--- src/rtl/sdio_irq_pkg.sv ---
// Shared constants and types for the SD host interrupt controller:
// register indices, COAL/CNT field positions and the coalescing state encoding.
package sdio_irq_pkg;

    localparam logic [2:0] REG_STATUS  = 3'd0;
    localparam logic [2:0] REG_STAT_EN = 3'd1;
    localparam logic [2:0] REG_SIG_EN  = 3'd2;
    localparam logic [2:0] REG_FORCE   = 3'd3;
    localparam logic [2:0] REG_COAL    = 3'd4;
    localparam logic [2:0] REG_RAW     = 3'd5;
    localparam logic [2:0] REG_CNT     = 3'd6;
    localparam int         NUM_REGS    = 7;

    localparam int COAL_THRESH_LSB = 0;
    localparam int COAL_THRESH_W   = 8;
    localparam int COAL_TMO_LSB    = 8;
    localparam int COAL_TMO_W      = 16;
    localparam logic [31:0] COAL_MASK = 32'h00FF_FFFF;

    typedef enum logic [1:0] {
        IRQ_IDLE   = 2'd0,
        IRQ_PEND   = 2'd1,
        IRQ_ASSERT = 2'd2
    } irq_state_e;

    // Mask of implemented source bits inside a 32-bit register.
    function automatic logic [31:0] src_mask(input int n);
        return (n >= 32) ? 32'hFFFF_FFFF : ((32'd1 << n) - 32'd1);
    endfunction

endpackage

--- src/rtl/sdio_irq_if.sv ---
// Register-bank access bus between the SD register decoder and the interrupt block.
interface sdio_irq_if #(
    parameter int DW = 8,
    parameter int AW = 8
);
    logic          reg_wr;
    logic [AW-1:0] reg_addr;
    logic [DW-1:0] reg_wdata;
    logic [DW-1:0] reg_rdata;

    modport master (output reg_wr, output reg_addr, output reg_wdata, input reg_rdata);
    modport slave  (input reg_wr, input reg_addr, input reg_wdata, output reg_rdata);
endinterface

--- src/rtl/sdio_irq_coal.sv ---
// Interrupt coalescing FSM: holds off irq until enough events arrive or the
// pending condition has aged past the timeout.
module sdio_irq_coal
    import sdio_irq_pkg::*;
(
    input  logic        sd_clk,
    input  logic        rstn,
    input  logic        pending,
    input  logic        new_evt,
    input  logic [7:0]  thresh,
    input  logic [15:0] timeout,
    output logic        irq,
    output irq_state_e  state,
    output logic [7:0]  evt_cnt,
    output logic [15:0] timer
);

    irq_state_e  state_q, state_d;
    logic        irq_q, irq_d;
    logic [7:0]  evt_cnt_q, evt_cnt_d;
    logic [15:0] timer_q, timer_d;
    logic [8:0]  evt_sum;
    logic [7:0]  evt_sat;
    logic [15:0] timer_sat;
    logic        thresh_hit;
    logic        tmo_hit;

    always_comb begin
        state_d   = state_q;
        evt_cnt_d = evt_cnt_q;
        timer_d   = timer_q;

        evt_sum    = {1'b0, evt_cnt_q} + 9'(new_evt);
        evt_sat    = (evt_cnt_q == 8'hFF) ? 8'hFF : evt_cnt_q + 8'(new_evt);
        timer_sat  = (timer_q == 16'hFFFF) ? 16'hFFFF : timer_q + 16'd1;
        thresh_hit = (thresh != 8'd0) && (evt_sum >= {1'b0, thresh});
        tmo_hit    = (timeout != 16'd0) && (timer_q >= timeout - 16'd1);

        unique case (state_q)
            IRQ_IDLE: begin
                // The event that raises pending is counted here, before PEND is reached.
                evt_cnt_d = evt_sat;
                if (pending) begin
                    state_d = (thresh == 8'd0) ? IRQ_ASSERT : IRQ_PEND;
                end
            end
            IRQ_PEND: begin
                evt_cnt_d = evt_sat;
                timer_d   = timer_sat;
                if (!pending) begin
                    state_d = IRQ_IDLE;
                end else if (thresh_hit || tmo_hit) begin
                    state_d = IRQ_ASSERT;
                end
            end
            IRQ_ASSERT: begin
                if (!pending) begin
                    state_d = IRQ_IDLE;
                end
            end
            default: state_d = IRQ_IDLE;
        endcase

        if ((state_d == IRQ_IDLE) && (state_q != IRQ_IDLE)) begin
            evt_cnt_d = 8'd0;
            timer_d   = 16'd0;
        end

        irq_d = (state_d == IRQ_ASSERT);
    end

    always_ff @(posedge sd_clk or negedge rstn) begin
        if (!rstn) begin
            state_q   <= IRQ_IDLE;
            irq_q     <= 1'b0;
            evt_cnt_q <= 8'd0;
            timer_q   <= 16'd0;
        end else begin
            state_q   <= state_d;
            irq_q     <= irq_d;
            evt_cnt_q <= evt_cnt_d;
            timer_q   <= timer_d;
        end
    end

    assign irq     = irq_q;
    assign state   = state_q;
    assign evt_cnt = evt_cnt_q;
    assign timer   = timer_q;

endmodule

--- src/rtl/sdio_irq_ctrl.sv ---
// SD host interrupt controller: W1C status, status/signal enables, software
// force, event edge detect and a coalescing stage driving the host irq line.
module sdio_irq_ctrl
    import sdio_irq_pkg::*;
#(
    parameter int          NUM_SRC = 16,
    parameter int          DW      = 8,
    parameter int          AW      = 8,
    parameter int unsigned BASE    = 64
) (
    input  logic               sd_clk,
    input  logic               rstn,
    sdio_irq_if.slave          bus,
    input  logic [NUM_SRC-1:0] src_evt,
    output logic               irq,
    output logic [1:0]         irq_state
);

    localparam logic [31:0] SRC_MASK  = src_mask(NUM_SRC);
    localparam logic [31:0] LANE_MASK = (DW == 32) ? 32'hFFFF_FFFF : ((32'd1 << DW) - 32'd1);

    // Registers are kept 32 bits wide; bits above NUM_SRC are masked to zero and fold away.
    logic [31:0] status_q, status_d;
    logic [31:0] stat_en_q, stat_en_d;
    logic [31:0] sig_en_q, sig_en_d;
    logic [31:0] coal_q, coal_d;
    logic [31:0] src_d1_q, src_d1_d;

    logic [31:0] addr_ext, off;
    logic        in_map, wr_en;
    logic [2:0]  idx;
    logic [4:0]  lane_sh;
    logic [31:0] wr_word, wr_mask;
    logic [31:0] src_ext, w1c_vec, force_vec, set_vec;
    logic [31:0] rd_word;
    logic        pending, new_evt;

    logic        coal_irq;
    irq_state_e  coal_state;
    logic [7:0]  evt_cnt;
    logic [15:0] timer;

    always_comb begin
        addr_ext = 32'(bus.reg_addr);
        off      = addr_ext - BASE;
        in_map   = (addr_ext >= BASE) && (off < 32'(4 * NUM_REGS));
        idx      = off[4:2];
        lane_sh  = {off[1:0], 3'b000};
        wr_en    = bus.reg_wr && in_map;
        wr_word  = 32'(bus.reg_wdata) << lane_sh;
        wr_mask  = LANE_MASK << lane_sh;
    end

    always_comb begin
        src_ext   = 32'(src_evt);
        w1c_vec   = (wr_en && idx == REG_STATUS) ? (wr_word & SRC_MASK) : 32'd0;
        force_vec = (wr_en && idx == REG_FORCE)  ? (wr_word & SRC_MASK) : 32'd0;
        set_vec   = (src_ext & ~src_d1_q & stat_en_q) | force_vec;
        // Set wins over a same-cycle W1C.
        status_d  = (status_q & ~w1c_vec) | set_vec;
        src_d1_d  = src_ext;

        stat_en_d = stat_en_q;
        sig_en_d  = sig_en_q;
        coal_d    = coal_q;
        if (wr_en && idx == REG_STAT_EN) begin
            stat_en_d = ((stat_en_q & ~wr_mask) | (wr_word & wr_mask)) & SRC_MASK;
        end
        if (wr_en && idx == REG_SIG_EN) begin
            sig_en_d = ((sig_en_q & ~wr_mask) | (wr_word & wr_mask)) & SRC_MASK;
        end
        if (wr_en && idx == REG_COAL) begin
            coal_d = ((coal_q & ~wr_mask) | (wr_word & wr_mask)) & COAL_MASK;
        end

        pending = |(status_q & sig_en_q);
        new_evt = |(set_vec & sig_en_q);
    end

    always_comb begin
        rd_word = 32'd0;
        if (in_map) begin
            unique case (idx)
                REG_STATUS:  rd_word = status_q;
                REG_STAT_EN: rd_word = stat_en_q;
                REG_SIG_EN:  rd_word = sig_en_q;
                REG_COAL:    rd_word = coal_q;
                REG_RAW:     rd_word = src_ext;
                REG_CNT:     rd_word = {timer, 8'h00, evt_cnt};
                default:     rd_word = 32'd0;
            endcase
        end
        bus.reg_rdata = rd_word[lane_sh +: DW];
    end

    always_ff @(posedge sd_clk or negedge rstn) begin
        if (!rstn) begin
            status_q  <= 32'd0;
            stat_en_q <= 32'd0;
            sig_en_q  <= 32'd0;
            coal_q    <= 32'd0;
            src_d1_q  <= 32'd0;
        end else begin
            status_q  <= status_d;
            stat_en_q <= stat_en_d;
            sig_en_q  <= sig_en_d;
            coal_q    <= coal_d;
            src_d1_q  <= src_d1_d;
        end
    end

    sdio_irq_coal u_coal (
        .sd_clk  (sd_clk),
        .rstn    (rstn),
        .pending (pending),
        .new_evt (new_evt),
        .thresh  (coal_q[COAL_THRESH_LSB +: COAL_THRESH_W]),
        .timeout (coal_q[COAL_TMO_LSB +: COAL_TMO_W]),
        .irq     (coal_irq),
        .state   (coal_state),
        .evt_cnt (evt_cnt),
        .timer   (timer)
    );

    assign irq       = coal_irq;
    assign irq_state = coal_state;

endmodule
--- src/flat_wrapper.sv ---
// flat-port wrapper written by rule: the top's interface ports become plain ports
module sdio_irq_ctrl_flat import sdio_irq_pkg::*;
#(
    parameter int          NUM_SRC = 16,
    parameter int          DW      = 8,
    parameter int          AW      = 8,
    parameter int unsigned BASE    = 64
)
  (sd_clk, rstn, src_evt, irq, irq_state, bus_reg_wr, bus_reg_addr, bus_reg_wdata, bus_reg_rdata);
  sdio_irq_if #(.DW(DW), .AW(AW)) bus_i ();
  input  logic sd_clk;
  input  logic rstn;
  input  logic [NUM_SRC-1:0] src_evt;
  output logic irq;
  output logic [1:0] irq_state;
  input wire logic [$bits(bus_i.reg_wr)-1:0] bus_reg_wr;
  input wire logic [$bits(bus_i.reg_addr)-1:0] bus_reg_addr;
  input wire logic [$bits(bus_i.reg_wdata)-1:0] bus_reg_wdata;
  output wire logic [$bits(bus_i.reg_rdata)-1:0] bus_reg_rdata;
  assign bus_i.reg_wr = bus_reg_wr;
  assign bus_i.reg_addr = bus_reg_addr;
  assign bus_i.reg_wdata = bus_reg_wdata;
  assign bus_reg_rdata = bus_i.reg_rdata;
  sdio_irq_ctrl #(.NUM_SRC(NUM_SRC), .DW(DW), .AW(AW), .BASE(BASE)) u_core (.sd_clk(sd_clk), .rstn(rstn), .bus(bus_i), .src_evt(src_evt), .irq(irq), .irq_state(irq_state));
endmodule
--- config.mk ---
export PLATFORM = sky130hd
export DESIGN_NAME = sdio_irq_ctrl_flat
export DESIGN_NICKNAME = d
export VERILOG_FILES = /design/src/rtl/sdio_irq_pkg.sv /design/src/rtl/sdio_irq_if.sv /design/src/rtl/sdio_irq_coal.sv /design/src/rtl/sdio_irq_ctrl.sv /design/src/flat_wrapper.sv
export SDC_FILE = /design/constraint.sdc
export NUM_CORES = 1
export LEC_CHECK = 0
export BUFFER_PORTS_ARGS = -buffer_cell sky130_fd_sc_hd__clkbuf_2
export CAP_MARGIN = 20
export CORE_MARGIN = 2
export CORE_UTILIZATION = 40
export CTS_CLUSTER_DIAMETER = 100
export DETAILED_ROUTE_END_ITERATION = 10
export GPL_TIMING_DRIVEN = 1
export MAX_ROUTING_LAYER = met4
export SLEW_MARGIN = 15
export SYNTH_ARGS = -nofsm -noshare
export SYNTH_HDL_FRONTEND = slang
export SYNTH_SLANG_ARGS = --single-unit
export TNS_END_PERCENT = 20
--- constraint.sdc ---
create_clock -name sd_clk -period 3.1 [get_ports sd_clk]
set_clock_uncertainty 0.05 [all_clocks]
set_input_delay 0.155 -clock sd_clk [delete_from_list [all_inputs] [get_ports sd_clk]]
set_output_delay 0.155 -clock sd_clk [all_outputs]
set_load 0.03 [all_outputs]
* After elaboration in Yosys (flattened, before gate mapping) *
Cells that the tools add are included.

cells by class
  add/sub/neg operators = 5
  multipliers = 0
  divide/modulo/power cells = 0
  $lt $le $gt $ge = 4
  equal/unequal tests = 11
  shifts and indexed selects = 3
  muxes and demuxes = 16
  bitwise logic cells = 17
  reduce and logical (&&, ||, !) cells = 23

operators by type and width
  kind                                                 count
  case mux 32 bit (6 select lines)                     1
  AND 32 x 16 -> 32 bit                                3
  two-way mux 16 bit                                   5
  bitwise OR 32 bit                                    2
  OR reduction 32 bit                                  2
  AND 24 bit                                           2
  AND 16 bit                                           2
  AND 16 x 32 -> 32 bit                                1
  AND 32 bit                                           1
  < comparator 32 x 5 -> 1 bit, second input constant  1
  two-way mux 32 bit                                   1
  inverter 16 -> 32 bit                                1
  inverter 32 bit                                      1
  bitwise OR 16 bit                                    2
  variable part select 32 x 6 -> 8 bit                 1
  two-way mux 8 bit                                    3
  inverter 24 bit                                      1
  bitwise OR 24 bit                                    1
  << shifter 8 x 5 -> 24 bit                           1
  << shifter 8 x 5 -> 24 bit, first input constant     1
  adder 16 x 1 -> 16 bit, second input constant        1
  == test 16 bit, second input constant                1
  >= comparator 16 bit                                 1
  nonzero test 16 bit                                  1
  22 further kinds                                     42

storage, ports and cells
  bits in registers = 131
  bits in latches = 0
  RAM bits = 0
  bits in read-only memories = 0
  bits of input ports = 35
  output and inout bits = 11
  logic and storage cells = 88
  memories kept = 0

* Depth between registers and ports, before layout *
  word-level depth = 19
  depth in mapped cells = 17
  mapped depth without buffers = 16

* By module *
From an unflattened synthesis, not the netlist that was laid out.

second synthesis, totals
  cell total of the unflattened synthesis = 698
  area total of the unflattened synthesis = 7,350.8 sq um

modules (own cells, without submodules)
  module         times used  cells an instance  area an instance (sq um)  seq. area each (sq um)
  sdio_irq_ctrl  1           431                5,038.6                   2,202.1
  sdio_irq_coal  1           267                2,312.2                   675.6

* Worst setup path before layout *
No wires, ideal clock.

  path type = in2reg
  start = input bus_reg_addr[2]
  end = register u_core.u_coal.irq_q (netlist: u_core.u_coal.irq)
  library setup time = 0.065 ns
  data arrival time = 3.306 ns
  required time = 2.985 ns
  path slack = -0.321 ns
  stages = 16
  path buffers = 1
  cells stage by stage = buf_6 > nand3_1 > nand4b_4 > nor4_2 > a22oi_1 > nand2_1 > ha_1 > nand2_1 > nor3_1 > xnor2_1 > inv_1 > ha_1 > nand4_1 > o311a_1 > nor4_1 > a31o_2

between the ends
  cells in the longest elaborated chain, start to end = 17
  elaborated cells between the ends (all ways) = 19
  those cells by class = 2 x add/sub; 3 x order compare; 2 x eq/ne; 4 x mux; 2 x bitwise; 6 x reduce/logical

ends and longest elaborated chain
  what                                 RTL line             text
  start: declaration                   flat_wrapper.sv:17   input wire logic [$bits(bus_i.reg_addr)-1:0] bus_reg_addr;
  subtractor 8 x 7 -> 9 bit            sdio_irq_ctrl.sv:45  off = addr_ext - BASE;
  < comparator 32 x 5 -> 1 bit         sdio_irq_ctrl.sv:46  in_map = (addr_ext >= BASE) && (off < 32'(4 * NUM_REGS));
  logical AND 1 bit                    sdio_irq_ctrl.sv:46
  logical AND 1 bit                    sdio_irq_ctrl.sv:49  wr_en = bus.reg_wr && in_map;
  logical AND 1 bit (*)                sdio_irq_ctrl.sv:57  force_vec = (wr_en && idx == REG_FORCE) ? (wr_word & SRC_MASK) : 32'd0;
  two-way mux 16 bit (*)               sdio_irq_ctrl.sv:57
  bitwise OR 32 bit (*)                sdio_irq_ctrl.sv:58  set_vec = (src_ext & ~src_d1_q & stat_en_q) | force_vec;
  AND 32 x 16 -> 32 bit (*)            sdio_irq_ctrl.sv:77  new_evt = |(set_vec & sig_en_q);
  (+2 left out)                        n/a
  >= comparator 9 x 8 -> 1 bit (*)     sdio_irq_coal.sv:36  thresh_hit = (thresh != 8'd0) && (evt_sum >= {1'b0, thresh});
  logical AND 1 bit (*)                sdio_irq_coal.sv:36
  logical OR 1 bit (*)                 sdio_irq_coal.sv:52  end else if (thresh_hit || tmo_hit) begin
  two-way mux 2 bit (*)                sdio_irq_coal.sv:52
  two-way mux 2 bit (*)                sdio_irq_coal.sv:50  if (!pending) begin
  case mux 2 bit (3 select lines) (*)  sdio_irq_coal.sv:39  unique case (state_q)
  == test 2 bit (*)                    sdio_irq_coal.sv:69  irq_d = (state_d == IRQ_ASSERT);
  via u_core.u_coal.irq_d              sdio_irq_coal.sv:19  logic irq_q, irq_d;
  end signal: assignment               sdio_irq_coal.sv:80  irq_q <= irq_d;
  end: declaration                     sdio_irq_coal.sv:19

Mark *: on every way through the listed nets, which the timed path passes. The rest lies on a longest branch.
A chain may end at the register's enable or synchronous reset.

==> results_dict.tcl <==
set metrics [dict create \
    synth_area_leaders "dfrtp_1 41%, mux2_2 9.4%, ha_1 5.0%" \
    cp_data_required_time_ns 3.40 \
    drive_gt1_frac 0.325 \
    worst_pin_slew_ns 0.885 \
    synth_area_leader_cell "dfrtp_1" \
    rr_endpoint "u_core.u_coal.irq$_DFF_PN0_" \
    power_density_nw_per_um2 584 \
    clock_path_buffers 2 \
    violations "negative setup slack" \
    initial_core_util 0.406 \
    firstDrtPassIters 6 \
    portBuffers 45 \
    multi_input_area_um2 3920 \
    ant_nets 0 \
    place.gp.congestion 0.913 \
    drt_iter0_markers 780 \
    avgViaCountPerCell 6.00 \
    post-dp-hpwl_um 17300 \
    synthArstFlopShare 1.00 \
    finalCritPeriodShare 1.17 \
    die_h_um 136 \
    clock_sinks 115 \
    dieArea_um2 18500 \
    die_w_um 136 \
    worstSkewPairLatency_ns 0.42 \
    crit_family "compound AO/OA/AOI/OAI gates" \
    relSlewSlack 0.408 \
    grt_pass1_vias 6323 \
    cts_tree "built" \
    drv_cap 0 \
    reg2reg_slack_ns -0.53 \
    ys_seq_elements 115 \
    area_delta_synth_final_pct 29.7 \
    ys_seq_area_frac 0.413 \
    max_freq_ghz 0.276 \
    coreArea_um2 17200 \
    critPathCapture "u_core.u_coal.irq$_DFF_PN0_" \
    fin_nets 898 \
    netlist.area_leader.share 0.413 \
    r2r_cells 15 \
    grt_start_max_net_pins 60 \
    clk_pin_slew_worst_paths_ns 0.06 \
    status "complete, but fails checks" \
    clockRootBuffer "clkbuf_16" \
    slew_viol_final 0 \
    antenna_found_initial 0 \
    power.ir.vdd_worst_v 0.000405 \
    n_fill_cell 1568 \
    postSynthCellCount 674 \
    min-delay-path-class "input pin to register" \
    cp.arrival_ns 3.93 \
    finalWirelength_um 23600 \
    diodes 0 \
    wl_per_cell_um 22.0 \
    worstPathCellList "and3b_1 > a22o_1 > a221o_1 > a2111oi_4 > nand2_2 > ha_4 > nand2_1 > nor3_1 > xnor2_1 > inv_1 > ha_1 > nand4_1 > o311a_1 > nor4_2 > a31o_2" \
    end_kind "register" \
    slowest_delay_ns 0.39 \
    cpMaxStageDelayCell "dfrtp_1" \
    htreeDepth 4 \
    dpl_cell_area_um2 8220 \
    hold_ws_ns 0.0787 \
    synth_most_common_cell "dfrtp_1" \
    drcViolationCount 0 \
    regArea_um2 2880 \
    leakage_nw 4.27 \
    fin_ws_ns -0.527 \
    totalNegativeSetupSlack_ns -1.55 \
    num_rows 48 \
    mappedNetlistNets 737 \
    gr-total-overflow 0 \
    hold_violations 0 \
    cp_num_buf_inv 1 \
    yosysWarningCount 0 \
    final_area_um2 9040 \
    synth.distinct_cells 69 \
    crit_path_max_fanout 4 \
    synthTopCellsByCount "115 x dfrtp_1, 67 x nand2_1, 58 x mux2_2" \
    ys.flop_type "dfrtp_1" \
    rsz0062_at_grt "true" \
    cts_buffers 17 \
    start_kind "register" \
    syn_area_per_cell_um2 10.3 \
    crit_cells 15 \
    io_pins 46 \
    synth-edff-count 0 \
    dr_total_vias 6437 \
    path_class "register to register" \
    syn_area_um2 6970 \
    grt_pass1_wl_um 36200 \
    setup_viol 3 \
    period_needed_ns 3.63 \
    grt_usage 0.269 \
]
[where the power goes]
| group | leakage (nW) | switching, W | internal [W] |
|---|---|---|---|
| combinational | 2.48 | 0.000677 | 0.000624 |
| sequential | 1.49 | 0.000241 | 0.00168 |
| clock | 0.289 | 0.000779 | 0.00127 |
[cell usage in the layout (no fill, tap or decap), types with 7 or more instances in the layout]
master and count:
a221oi_1 18, nor3_1 14, dfrtp_1 115, xnor2_1 20, o21ai_0 15, nor2_1 38, buf_4 110, nand2_1 65
clkbuf_2 44, clkbuf_16 17, a21oi_1 21, and3_1 7, mux2_2 58, nand4_1 9, a221o_1 20, a22oi_1 32
a211oi_1 8, inv_1 30, ha_1 25, mux2i_1 12, nand3_1 13, dlygate4sd3_1 17
[area by class of cell]
type | count | share of cell area
sequential | 115 | 0.318
clock inverter | 14 | 0.0201
tap | 225 | 0.0311
clock buffer | 18 | 0.0475
timing repair buffer | 172 | 0.137
inverter | 32 | 0.0133
multi-input combinational | 497 | 0.433
[logic make-up after synthesis]
logic type | after synthesis | synth area share
compound gates | 161 | 0.175
xor+xnor | 26 | 0.0327
simple gates | 205 | 0.162
fa+ha+maj | 29 | 0.0517
mux | 76 | 0.128
buf+inv | 62 | 0.0372
flops | 115 | 0.413
[worst min-delay path by stage]
stage	from	end	slack, ns	cells past startpoint
after global placement	rstn	u_core.u_coal.evt_cnt[4]$_DFFE_PN0P_	0.25	1
after floorplan	rstn	async pin	-0.19	0
after detailed placement	rstn	u_core.u_coal.evt_cnt[6]$_DFFE_PN0P_	0.25	1
final	bus_reg_wdata[0]	u_core.status_q[0]$_DFF_PN0_	0.08	2
after global routing	bus_reg_wdata[0]	register	0.09	2
after CTS	bus_reg_wdata[0]	u_core.status_q[0]$_DFF_PN0_	0.06	2
[timing repair]
item | CTS | global route
hold buffers | 17 | 0
pin swaps | 0 | 5
gates resized for setup | 0 | 3
buffers inserted | 0 | 2
endpoints found under the hold margin | 74 | 0
setup endpoints to repair | 3 | 3
[through the flow]
stage	worst slack [ns]	util	power, W	cells
after detailed placement	-0.473	0.479	0.00318	1022
after CTS	-0.494	0.524	0.00525	1071
after floorplan	-0.123	-	0.00262	674
final	-0.527	0.526	0.00528	1073
after global placement	-0.380	0.479	0.00314	1022
after global routing	-0.700	0.526	0.00550	1073
[routing by layer]
metal,routed length (µm),GRT usage,vias to the layer above
met2,11100,0.407,283
met1,10300,0.366,3220
met5,0,-,-
li1,-,-,2885
met4,520,0.0845,0
met3,1720,0.0500,49
No activity file was read; power rests on OpenSTA's default activity.
